File: src/rtl/serial_adder_if.sv
// rtl/serial_adder_if.sv - operand/result handshake bundle for the bit-serial adder
interface serial_adder_if #(
  parameter int WIDTH = 8
);
  logic             start;
  logic [WIDTH-1:0] a;
  logic [WIDTH-1:0] b;
  logic             busy;
  logic             done;
  logic [WIDTH-1:0] sum;
  logic             cout;

  modport master (
    output start, a, b,
    input  busy, done, sum, cout
  );

  modport slave (
    input  start, a, b,
    output busy, done, sum, cout
  );
endinterface

File: src/rtl/serial_adder.sv
// rtl/serial_adder.sv - bit-serial LSB-first unsigned adder with carry flop and done pulse
module half_add (
  input  logic x,
  input  logic y,
  output logic s,
  output logic c
);
  assign s = x ^ y;
  assign c = x & y;
endmodule

module serial_adder #(
  parameter int WIDTH = 8
) (
  input  logic          clk,
  input  logic          rst_n,
  serial_adder_if.slave bus
);
  localparam int CW = (WIDTH > 2) ? $clog2(WIDTH) : 1;

  typedef enum logic [1:0] {IDLE, RUN, FIN} state_t;

  state_t           state;
  state_t           state_nxt;
  logic [WIDTH-1:0] sh_a;
  logic [WIDTH-1:0] sh_b;
  logic [WIDTH-1:0] sum_r;
  logic             carry;
  logic             cout_r;
  logic [CW-1:0]    cnt;

  logic             ha0_s;
  logic             ha0_c;
  logic             bit_s;
  logic             ha1_c;
  logic             carry_nxt;
  logic             last_bit;

  // Full adder: two half adders, carries OR'd together.
  half_add u_ha0 (.x(sh_a[0]), .y(sh_b[0]), .s(ha0_s), .c(ha0_c));
  half_add u_ha1 (.x(ha0_s),   .y(carry),   .s(bit_s), .c(ha1_c));

  assign carry_nxt = ha0_c | ha1_c;
  assign last_bit  = (cnt == CW'(WIDTH - 1));

  always_ff @(posedge clk or negedge rst_n) begin
    if (!rst_n) begin
      state <= IDLE;
    end else begin
      state <= state_nxt;
    end
  end

  always_comb begin
    state_nxt = state;
    case (state)
      IDLE:    if (bus.start) state_nxt = RUN;
      RUN:     if (last_bit)  state_nxt = FIN;
      FIN:     state_nxt = IDLE;
      default: state_nxt = IDLE;
    endcase
  end

  always_comb begin
    bus.busy = (state == RUN);
    bus.done = (state == FIN);
    bus.sum  = sum_r;
    bus.cout = cout_r;
  end

  // cout is captured on the last RUN edge so it is already valid during FIN.
  always_ff @(posedge clk or negedge rst_n) begin
    if (!rst_n) begin
      sh_a   <= '0;
      sh_b   <= '0;
      sum_r  <= '0;
      carry  <= 1'b0;
      cout_r <= 1'b0;
      cnt    <= '0;
    end else begin
      case (state)
        IDLE: begin
          if (bus.start) begin
            sh_a   <= bus.a;
            sh_b   <= bus.b;
            sum_r  <= '0;
            carry  <= 1'b0;
            cout_r <= 1'b0;
            cnt    <= '0;
          end
        end
        RUN: begin
          sum_r <= {bit_s, sum_r[WIDTH-1:1]};
          sh_a  <= sh_a >> 1;
          sh_b  <= sh_b >> 1;
          carry <= carry_nxt;
          cnt   <= cnt + CW'(1);
          if (last_bit) cout_r <= carry_nxt;
        end
        default: ;
      endcase
    end
  end
endmodule

File: src/flat_wrapper.sv
// flat-port wrapper written by rule: the top's interface ports become plain ports
module serial_adder_flat 
#(
  parameter int WIDTH = 8
)
  (clk, rst_n, bus_start, bus_a, bus_b, bus_busy, bus_done, bus_sum, bus_cout);
  serial_adder_if #(.WIDTH(WIDTH)) bus_i ();
  input  logic clk;
  input  logic rst_n;
  input wire logic [$bits(bus_i.start)-1:0] bus_start;
  input wire logic [$bits(bus_i.a)-1:0] bus_a;
  input wire logic [$bits(bus_i.b)-1:0] bus_b;
  output wire logic [$bits(bus_i.busy)-1:0] bus_busy;
  output wire logic [$bits(bus_i.done)-1:0] bus_done;
  output wire logic [$bits(bus_i.sum)-1:0] bus_sum;
  output wire logic [$bits(bus_i.cout)-1:0] bus_cout;
  assign bus_i.start = bus_start;
  assign bus_i.a = bus_a;
  assign bus_i.b = bus_b;
  assign bus_busy = bus_i.busy;
  assign bus_done = bus_i.done;
  assign bus_sum = bus_i.sum;
  assign bus_cout = bus_i.cout;
  serial_adder #(.WIDTH(WIDTH)) u_core (.clk(clk), .rst_n(rst_n), .bus(bus_i));
endmodule
File: config.mk
export PLATFORM = sky130hd
export DESIGN_NAME = serial_adder_flat
export DESIGN_NICKNAME = d
export VERILOG_FILES = /design/src/rtl/serial_adder_if.sv /design/src/rtl/serial_adder.sv /design/src/flat_wrapper.sv
export SDC_FILE = /design/constraint.sdc
export NUM_CORES = 1
export LEC_CHECK = 0
export BUFFER_PORTS_ARGS = -buffer_cell sky130_fd_sc_hd__buf_2
export CORE_MARGIN = 1
export CORE_UTILIZATION = 45
export DETAILED_ROUTE_END_ITERATION = 12
export GPL_TIMING_DRIVEN = 0
export PLACE_DENSITY = 0.79
export SETUP_SLACK_MARGIN = 0.5
export SLEW_MARGIN = 5
export SYNTH_ARGS = -nofsm -noshare
export SYNTH_HDL_FRONTEND = slang
export SYNTH_HIERARCHICAL = 1
export SYNTH_SLANG_ARGS = --single-unit
File: constraint.sdc
create_clock -name clk -period 1.4 [get_ports clk]
set_input_delay 0.07 -clock clk [delete_from_list [all_inputs] [get_ports clk]]
set_output_delay 0.07 -clock clk [all_outputs]
set_load 0.02 [all_outputs]
; After elaboration in Yosys (flattened, before gate mapping)
; Cells that the tools add are included.
[word_totals]
output_inout_bits = 11
mem_bits_rw = 0
latchBits = 0
input_bits = 19
mem_bits_ro = 0
reg_bits = 31
elab_cells = 38
memories = 0
[op_classes]
shift = 0
multipliers = 0
bitwise = 5
n_reduce_logical = 5
magnitude_cmp = 0
n_eq_ne = 5
n_mux = 15
n_addsub = 1
div = 0
[ops]
columns = cell, count
row1 = $pmux 8 s2, 3
row2 = $mux 8, 3
row3 = $pmux 3 s2, 1
row4 = $mux 2, 2
row5 = $pmux 1 s2, 2
row6 = $pmux 2 s2, 1
row7 = $reduce_and 2->1, 2
row8 = $add 3x1->3 const B, 1
row9 = $eq 3x3->1 const B, 1
row10 = $mux 3, 1
row11 = $reduce_and 3->1, 1
row12 = $and 1x1->1, 2
row13 = $eq 2x1->1 const B, 1
row14 = $eq 2x2->1 const B, 1
row15 = $logic_not 2->1, 1
row16 = $mux 1, 2
row17 = $ne 2x1->1 const B, 1
row18 = $ne 2x2->1 const B, 1
row19 = $reduce_bool 2->1, 1
row20 = $xor 1x1->1, 2
row21 = $or 1x1->1, 1

; Longest topological paths before layout
; Gate-level depths: netlist of run 1.
[depth]
depth_word = 5
ltp_mapped = 5
depth_no_buf = 5

; Hierarchy
; Netlist of run 1, hierarchy kept.
[modules_own_cells]
columns = mod, seq_area_each_um2, cells_each, area_per_inst_um2, n_inst
row1 = serial_adder, 775.7, 116, 1346.3, 1
row2 = half_add, 0.0, 1, 12.5, 2

; Worst setup path before layout of run 1
; OpenSTA, ideal clock, no wires.
[synth_timing]
path_type = register to register
startpoint = reg u_core.sh_b[0]
endpoint = reg u_core.cout_r, in the netlist u_core/bus.cout
path_stages_with_launch = 6
synth_period_minus_slack_ns = 1.297
setup_ns = 0.121
setup_slack_ns = 0.103
path_buffers = 0
arrival_time_ns = 1.176
required_ns = 1.279
cell_sequence = dfrtp_1 -> ha_1 -> ha_1 -> nor2_1 -> o22ai_1 -> a22o_1
[synth_between]
elab_chain_cells = 5
elab_cells_between_ends = 6
cone_classes = mux: 2 / bitwise: 4
[synth_lines]
columns = element, line_no
row1 = from (decl), serial_adder.sv:26  ; logic [WIDTH-1:0] sh_b;
row2 = from (signal assigned), serial_adder.sv:85  ; sh_b <= bus.b;
row3 = from (signal assigned), serial_adder.sv:95  ; sh_b <= sh_b >> 1;
row4 = $xor 1x1->1, serial_adder.sv:8  ; assign s = x ^ y;
row5 = net u_core.ha0_s, serial_adder.sv:32  ; logic ha0_s;
row6 = $and 1x1->1, serial_adder.sv:9  ; assign c = x & y;
row7 = net u_core.ha1_c, serial_adder.sv:35  ; logic ha1_c;
row8 = $or 1x1->1, serial_adder.sv:43  ; assign carry_nxt = ha0_c | ha1_c;
row9 = $mux 1, serial_adder.sv:98  ; if (last_bit) cout_r <= carry_nxt;
row10 = $pmux 1 s2, serial_adder.sv:81  ; case (state)
row11 = to (signal assigned), serial_adder.sv:98
row12 = to (decl), serial_adder.sv:29  ; logic cout_r;
; The timed path passes the listed nets, and every way through them passes these cells. The select of a mux whose other input is x is not followed.
; A chain may end at the register's enable or synchronous reset.

; Worst setup path in the final report of run 1
[layout_timing]
startpoint = reg u_core.state[1]
endpoint = reg u_core.sh_a[0]
[layout_between]
elab_chain_cells = 3
elab_cells_between_ends = 6
cone_classes = eq/ne: 2 / mux: 1 / reduce/logical: 3
[layout_lines]
columns = element, line_no
row1 = from (decl), serial_adder.sv:23  ; state_t state;
row2 = from (signal assigned), serial_adder.sv:50  ; state <= state_nxt;
row3 = $eq 2x1->1 or $logic_not 2->1 (tied branches), serial_adder.sv:81
row4 = $reduce_bool 2->1 (no line) or $ne 2x2->1 (tied branches), -
row5 = $reduce_and 2->1 (no line), -
row6 = to (signal assigned), serial_adder.sv:84  ; sh_a <= bus.a;
row7 = to (signal assigned), serial_adder.sv:94  ; sh_a <= sh_a >> 1;
row8 = to (decl), serial_adder.sv:25  ; logic [WIDTH-1:0] sh_a;
; Parallel ways exist; a longest one is shown, timed or not.

==> impl_metrics.json, run 1 <==
{
  "syn_area_per_cell_um2": 11.62,
  "gp_congestion": 0.7360,
  "fp.dieW_um": 57.20,
  "path_cells": "nand2b_4, buf_12, buf_12, buf_12, mux2i_4, o21ai_1",
  "antenna_left": 0,
  "fin_tns_setup_ns": 0,
  "synthTopCellsByCount": "dfrtp_1, nand2_1, mux2i_1",
  "hold_ws_ns": 0.009462,
  "gr-max-usage-layer": "met2",
  "wl_um": 3494,
  "std_cell_rows": 19,
  "cp_common_cell": "buf_12",
  "rr_startpoint": "u_core/state[1]",
  "place_inst": 178,
  "fmax_mhz": 757.0,
  "cts_buffer_depth": 2,
  "antenna_found_initial": 0,
  "worstPathArrival_ns": 1.58,
  "critPathCaptureType": "flop",
  "initialDrtViolationCount": 46,
  "place_hpwl_um": 1841,
  "fin_crit_sh_pct": 94.36,
  "io_pins": 30,
  "worstMarginPinSlew_ns": 0.4307,
  "yosysTopAreaCell": "dfrtp_1",
  "clk_latency_ns": 0.34,
  "max_slew_margin_pct": 71.29,
  "violations": "DRC",
  "p_per_area_mw_per_mm2": 2418,
  "startpoint": "u_core/state[1]",
  "chipHeight_um": 57.20,
  "num_antenna_cells": 0,
  "final_util_pct": 74.30,
  "vias_per_cell": 5.398,
  "grt_pass1_wl_um": 5609,
  "drc": 4,
  "grt_max_degree": 32,
  "status": "complete, but fails checks",
  "ys_top_cells_by_area": "dfrtp_1, mux2i_1, a22o_1, nand2_1, ha_1",
  "drtPass1Iterations": 8,
  "grt_pass1_vias": 1157,
  "yosys_register_bits": 31,
  "hold_depth": 3,
  "hold_viol_final": 0,
  "io_buffers": 29,
  "ys_types": 20,
  "startpoint_type": "flop",
  "async_reset_ff_share_pct": 100.0,
  "timing.rr.end": "u_core/sh_a[0]",
  "cts_root_buf": "clkbuf_4",
  "clkTransAtPathRegs_ns": 0.10,
  "r2r_setup_slack_ns": 0.08,
  "worstHoldPathType": "input pin to flop",
  "p_leak_uw": 0.0009731,
  "htreeDepth": 2,
  "wire_per_inst_um": 16.56,
  "fin_cells": 211,
  "layout_min_cycle_time_ns": 1.321,
  "die_area_mm2": 0.003272,
  "yosysTopAreaCellShare_pct": 56.57,
  "area_growth_pct": 53.28,
  "numCtsBuffers": 5,
  "cts_tree": "done",
  "setup_viol": 0,
  "max_cap_violations": 0,
  "grt_usage_pct": 23.47,
  "finClkSkew_ns": 0.01109,
  "grt-ovfl-total": 0,
  "synth_edf_count": 0,
  "yosys_most_used_dff": "dfrtp_1",
  "cts.sinks": 31,
  "synthesis.area_mm2": 0.001371,
  "initial_core_util_pct": 48.47,
  "yosysMostFrequentCell": "dfrtp_1",
  "num_vias": 1139,
  "fin_total_pwr_uw": 5084,
  "crit_type": "flop to flop",
  "peakVddDrop_uv": 1566,
  "cp.required_ns": 1.66,
  "drive_above_1_share_pct": 46.67,
  "slew_violations": 0,
  "r2r_cells": 6,
  "ys_warn_count": 6,
  "nNetsFinal": 202,
  "cpMaxStageDelayCell": "dfrtp_1",
  "use_met3_pct": 7.483,
  "endpoint": "u_core/sh_a[0]",
  "cp_max_fo": 5,
  "grt_use_met2_pct": 36.30,
  "synthesis.instances": 118,
  "use_met1_pct": 30.80,
  "rsz0062_at_grt": "yes",
  "yosysSeqAreaShare_pct": 56.57,
  "postSynthNetCount": 141,
  "max_stage_delay_ns": 0.40,
  "coreArea_mm2": 0.002829
}
state kept, by name, indices dropped and copies added (netlist names):
name             count
u_core/state         2
u_core/sh_b          8
u_core/bus.sum       8
u_core/carry         1
u_core/cnt           3
u_core/bus.cout      1
u_core/sh_a          8
cells by family (layout without fill, tap and decap cells):
logic type / count (synthesis) / after routing / share of synthesized area (%)
flops: 31 / 31 / 56.57
compound gates: 34 / 34 / 15.97
fa+ha+maj: 4 / 4 / 3.650
simple gates: 26 / 26 / 8.393
mux: 14 / 14 / 10.22
buf+inv: 9 / 71 / 5.200
power by group:
group | switching (µW) | internal (µW) | total (µW)
Sequential | 276 | 1280 | 1550
Clock | 309 | 422 | 731
Combinational | 1190 | 1610 | 2800
Total | 1780 | 3310 | 5080
how the worst min path moves through the flow:
stage | slack, ns | to | from
CTS | 0.002 | u_core/sh_b[3] | bus_b[3]
global route | 0.02 | u_core/sh_b[2] | bus_b[2]
floorplan | -0.23 | u_core/bus.cout | rst_n
detailed placement | 0.14 | u_core/sh_b[3] | rst_n
global placement | 0.13 | u_core/sh_b[3] | rst_n
finish | 0.009 | u_core/sh_b[3] | bus_b[3]
per-layer routing:
metal | vias to the layer above | share of wire [%]
li1 | 539 | -
met1 | 555 | 40
met2 | 40 | 51
met3 | 5 | 6.6
met4 | 0 | 1.6
met5 | - | 0
per-stage QoR:
step                      worst slack, ns  area (µm²)
after global routing              0.02891        2102
after global placement            0.07706        1604
after detailed placement          0.08341        1604
after floorplan                    0.1522        1420
after CTS                         0.09196        2024
final                             0.07898        2102
cell usage in the layout, fill, tap and decap left out, types with 2 or more instances in the layout:
cell type,synthesis,final
dfrtp_1,31,30
buf_2,3,18
nand2_1,18,18
buf_6,2,17
o21ai_1,8,16
buf_4,0,15
a22o_1,11,11
mux2i_1,14,10
clkbuf_4,0,7
buf_12,1,3
buf_8,0,3
mux2i_2,0,3
dlygate4sd3_1,0,2
nor2b_1,4,2
a21oi_1,3,2
ha_2,0,2
ha_4,0,2
cell type report:
class | instances | area [µm²]
clock buffer | 6 | 51.30
multi-input combinational | 78 | 618.1
clock inverter | 2 | 35.03
tap | 31 | 38.79
timing repair buffer | 54 | 465.4
fill | 180 | 726.9
inverter | 2 | 20.02
buffer | 7 | 96.34
sequential | 31 | 777.0
worst max-delay path: cells and delay by family (launching register included):
| family | cells | cell delay (ns) |
|---|---|---|
| AOI/OAI and AO/OA | 1 | 0.13 |
| buffers and inverters | 3 | 0.39 |
| DFF | 1 | 0.40 |
| muxes | 1 | 0.18 |
| and+or+nand+nor | 1 | 0.15 |
what timing repair did:
| item | in CTS | in global routing |
|---|---|---|
| buffers inserted | 18 | 2 |
| endpoints found under the setup margin | 42 | 43 |
| pin swaps | 8 | 5 |
| endpoints found under the hold margin | 31 | 1 |
| cloned | 3 | 0 |
| hold buffers | 1 | 1 |
| gates resized for setup | 46 | 13 |
Power figures use the tool's default switching activity.
==> run 2: changes to the inputs <==
Settings changed: PLACE_DENSITY 0.79 to 0.76.
Clock period 1.4 ns to 1.25 ns, I/O delays scaled along.
==> impl_metrics.json, run 2 (synthesized netlist as in run 1, its figures left out) <==
{
  "grt_max_degree": 32,
  "cpMaxStageDelayCell": "dfrtp_1",
  "coreArea_mm2": 0.002829,
  "slew_violations": 0,
  "wl_um": 4095,
  "rsz0062_at_grt": "yes",
  "layout_min_cycle_time_ns": 1.334,
  "io_buffers": 29,
  "nNetsFinal": 210,
  "worstMarginPinSlew_ns": 0.6851,
  "worstPathBufferInverterCount": 4,
  "grt_usage_pct": 26.19,
  "startpoint": "u_core/state[1]",
  "std_cell_rows": 19,
  "die_area_mm2": 0.003272,
  "worstPathArrival_ns": 1.27,
  "antenna_left": 0,
  "num_vias": 1240,
  "cts_hold_buf": 3,
  "max_slew_margin_pct": 54.33,
  "drtPass1Iterations": 8,
  "cp.required_ns": 1.19,
  "fin_cells": 219,
  "startpoint_type": "flop",
  "layout_common_cells": "dfrtp_1, buf_4, buf_6",
  "status": "complete, but fails checks",
  "setup_viol": 16,
  "grt_pass1_vias": 1289,
  "fp.dieW_um": 57.20,
  "worstHoldPathType": "input pin to async pin",
  "max_cap_violations": 0,
  "clk_latency_ns": 0.35,
  "p_leak_uw": 0.001039,
  "wire_per_inst_um": 18.70,
  "area_growth_pct": 61.31,
  "cts.sinks": 31,
  "finClkSkew_ns": 0.01247,
  "setup_ws_ns": -0.08436,
  "clkTransAtPathRegs_ns": 0.11,
  "hold_ws_ns": -0.2627,
  "grt-ovfl-total": 0,
  "violations": "DRC, hold timing, setup timing",
  "cts_tree": "done",
  "rr_startpoint": "u_core/state[1]",
  "num_antenna_cells": 0,
  "numCtsBuffers": 5,
  "cts_root_buf": "clkbuf_4",
  "placedInstanceArea_mm2": 0.001604,
  "crit_type": "flop to output port",
  "place_hpwl_um": 1820,
  "fin_tns_setup_ns": -0.5374,
  "vias_per_cell": 5.662,
  "critPathCaptureType": "output port",
  "chipHeight_um": 57.20,
  "p_per_area_mw_per_mm2": 2665,
  "grt_pass1_wl_um": 6182,
  "path_cells": "nand2b_4, buf_12, inv_8, buf_8, buf_6",
  "max_stage_delay_ns": 0.39,
  "io_pins": 30,
  "drc": 5,
  "hold_viol_final": 33,
  "final_common_cell": "dfrtp_1",
  "drive_above_1_share_pct": 53.72,
  "initial_core_util_pct": 48.47,
  "fmax_mhz": 749.4,
  "place_inst": 178,
  "design_area_mm2": 0.002212,
  "critical_path.top_delay_family": "flip-flops",
  "gp_congestion": 0.6949,
  "final_util_pct": 78.20,
  "initialDrtViolationCount": 69,
  "cts_buffer_depth": 2,
  "antenna_found_initial": 0,
  "peakVddDrop_uv": 1569,
  "htreeDepth": 2,
  "cp_max_fo": 4,
  "fin_crit_sh_pct": 106.7
}
[run 2: cell types whose count changed in the layout (fill, tap and decap cells not counted), moves of 2 or more]
| cell | change |
|---|---|
| clkbuf_4 | -2 |
| buf_6 | +2 |
| nand2_1 | -7 |
| o21ai_1 | -2 |
| buf_4 | +5 |
| clkbuf_8 | +2 |
| o21ai_2 | +3 |
| nand2_4 | +2 |
| nand2_2 | +5 |
[run 2: area by class of cell]
cell class | instances | area, µm²
Multi-Input combinational cell | 79 | 675.6
Tap cell | 31 | 38.79
Timing Repair Buffer | 61 | 531.8
Sequential cell | 31 | 778.2
Clock buffer | 8 | 68.82
Fill cell | 167 | 616.8
Buffer | 7 | 103.9
Inverter | 2 | 15.01
[run 2: worst paths after layout]
kind                                endpoint  slack [ns]  depth (start not counted)
max                                 bus_busy       -0.08                          5
max reg2reg                   u_core/sh_b[4]       -0.08                          6
max in group asynchronous      u_core/cnt[0]        1.02                          1
min reg2reg                   u_core/sh_a[1]        0.50                          2
min                        u_core/bus.sum[3]       -0.26                          1
min in group clk              u_core/sh_a[5]       -0.01                          3
[run 2: repair_timing]
| item | 4_1_cts | 5_1_grt |
|---|---|---|
| gates resized for setup | 56 | 19 |
| cloned | 6 | 0 |
| buffers inserted | 22 | 2 |
| endpoints found under the hold margin | 34 | 31 |
| endpoints found under the setup margin | 42 | 42 |
| pin swaps | 7 | 7 |
[run 2: routing by layer]
layer | part of all wire, % | GRT usage (%) | routed length, µm | up-vias
li1 | - | - | - | 564
met1 | 40 | 30.69 | 1630 | 625
met2 | 53 | 45.88 | 2184 | 41
met3 | 4.7 | 5.669 | 193 | 10
met4 | 2.1 | 12.20 | 86 | 0
met5 | 0 | 0 | 0 | -
[run 2: metrics by stage]
step	hold slack, ns	setup slack, ns	power [µW]
after global placement	0.1263	-0.09134	3488
after detailed placement	0.1342	-0.09549	3583
after floorplan	-0.2331	0.002197	3099
after global routing	-0.2108	-0.1230	6194
final	-0.2627	-0.08436	5896
after CTS	-0.2328	-0.06759	5471
[run 2: power by group]
| group | switching, µW | internal (µW) | leakage (µW) |
|---|---|---|---|
| Sequential | 356 | 1430 | 0.000393 |
| Combinational | 1450 | 1970 | 0.000607 |
| Clock | 355 | 331 | 0.0000386 |
==> run 3: changes to the inputs <==
Settings changed: CORE_UTILIZATION 45 to 25, CTS_BUF_LIST set to sky130_fd_sc_hd__clkbuf_16, PLACE_DENSITY 0.76 to 0.51.
==> impl_metrics.json, run 3 (synthesized netlist as in run 1, its figures left out) <==
{
  "status": "complete, but fails checks",
  "violations": "hold timing, setup timing",
  "rsz0062_at_grt": "yes",
  "p_leak_uw": 0.001061,
  "max_cap_violations": 0,
  "die_area_mm2": 0.005785,
  "worstHoldPathType": "input pin to async pin",
  "seq_area_um2": 777.0,
  "gp_congestion": 0.6744,
  "clkTransAtPathRegs_ns": 0.05,
  "fmax_mhz": 769.3,
  "multi_input_area_um2": 640.6,
  "cts_tree": "done",
  "grt_pass1_wl_um": 5968,
  "htreeDepth": 2,
  "wire_per_inst_um": 13.47,
  "r2r_cells": 5,
  "initialDrtViolationCount": 47,
  "grt-ovfl-total": 0,
  "cts.sinks": 31,
  "std_cell_rows": 26,
  "vias_per_cell": 4.573,
  "io_pins": 30,
  "drtPass1Iterations": 4,
  "startpoint_type": "flop",
  "grt_max_degree": 32,
  "clk_latency_ns": 0.27,
  "p_comb_share_pct": 53.0,
  "peakVddDrop_uv": 1250,
  "p_sw_uw": 2030,
  "fp.dieW_um": 76.06,
  "startpoint": "u_core/state[1]",
  "power_frac_seq_pct": 28.6,
  "cp.required_ns": 1.41,
  "cts_buffer_depth": 2,
  "cp_max_fo": 7,
  "num_antenna_cells": 0,
  "numCtsBuffers": 5,
  "finClkSkew_ns": 0.004426,
  "pwr-share-clk_pct": 18.4,
  "internal_power_uw": 4072,
  "timing.rr.end": "u_core/bus.sum[3]",
  "initial_core_util_pct": 26.35,
  "nNetsFinal": 207,
  "worstMarginPinSlew_ns": 0.6745,
  "chipHeight_um": 76.06,
  "grt_usage_pct": 13.23,
  "num_vias": 1166,
  "cts_root_buf": "clkbuf_16",
  "p_per_area_mw_per_mm2": 2667,
  "grt_pass1_vias": 1261,
  "antenna_left": 0,
  "max_slew_margin_pct": 55.04,
  "critPathCaptureType": "flop",
  "rr_startpoint": "u_core/state[1]",
  "hold_viol_final": 31,
  "crit_type": "flop to flop",
  "drive_above_1_share_pct": 49.73,
  "fillers": 519,
  "coreArea_mm2": 0.005205,
  "area_growth_pct": 66.88,
  "setup_viol": 27,
  "slew_violations": 0,
  "hold_ws_ns": -0.1800,
  "p_sw_share_pct": 33.27,
  "layout_min_cycle_time_ns": 1.300,
  "r2r_setup_slack_ns": -0.05,
  "fin_crit_sh_pct": 104.0,
  "drc": 0,
  "final_common_cell": "dfrtp_1",
  "io_buffers": 29,
  "pre_cts_slack_ns": -0.1089,
  "antenna_found_initial": 0,
  "place_hpwl_um": 1990,
  "layout_common_cells": "dfrtp_1, buf_6, buf_2",
  "worstPathArrival_ns": 1.46,
  "wl_um": 3436,
  "setup_ws_ns": -0.04993
}
[run 3: repair_timing]
| action | in CTS | in global routing |
|---|---|---|
| gates cloned | 3 | 1 |
| setup buffers | 23 | 3 |
| pin swaps | 9 | 7 |
| setup endpoints to repair | 42 | 42 |
| resized for setup | 60 | 11 |
| endpoints found under the hold margin | 31 | 31 |
[run 3: final cells by class]
cell class | instances | share of cell area, %
flip-flops and latches | 31 | 33.95
multi-input cells | 78 | 27.99
repair buffers | 59 | 23.18
clock buffers | 5 | 5.467
plain buffers | 7 | 4.647
well taps | 70 | 3.827
clock inverters | 3 | 0.4921
inverters | 2 | 0.4374
[run 3: worst max-delay path: stages (launching register included)]
cell and delay (ns):
dfrtp_1 0.38, buf_6 0.12, o21bai_4 0.22, buf_12 0.16, buf_8 0.12, a22o_1 0.18
[run 3: metrics by stage]
step	cells	cell area (µm²)	TNS (ns)	util [%]	power (µW)
after floorplan	118	1420	0	-	3099
after global placement	217	1653	-0.1384	31.75	3548
after detailed placement	217	1653	-0.2597	31.75	3614
after CTS	251	2202	-0.4246	42.31	5860
after global routing	255	2288	-2.154	43.97	6527
final	255	2288	-0.7191	43.97	6102
[run 3: power groups by stage]
stage | clock network (µW) | logic (µW) | registers [µW]
final | 1120 | 3240 | 1740
after global routing | 1210 | 3520 | 1800
after CTS | 1150 | 2990 | 1730
after detailed placement | 0 | 1890 | 1730
after global placement | 0 | 1840 | 1710
after floorplan | 0 | 1280 | 1820
[run 3: worst max-delay path by stage]
stage,endpoint,slack [ns],depth (start not counted)
after floorplan,u_core/bus.cout,0.002,5
after global placement,u_core/bus.cout,-0.10,5
after detailed placement,u_core/bus.cout,-0.11,5
after CTS,u_core/sh_a[0],-0.04,6
after global routing,u_core/sh_a[0],-0.11,5
final,u_core/bus.sum[3],-0.05,5
[run 3: metal layers]
layer	track usage [%]	up-vias	wire length, µm
li1	-	548	-
met1	16.25	588	1522
met2	21.82	27	1680
met3	4.910	3	200
met4	3.462	0	34
met5	0	-	0
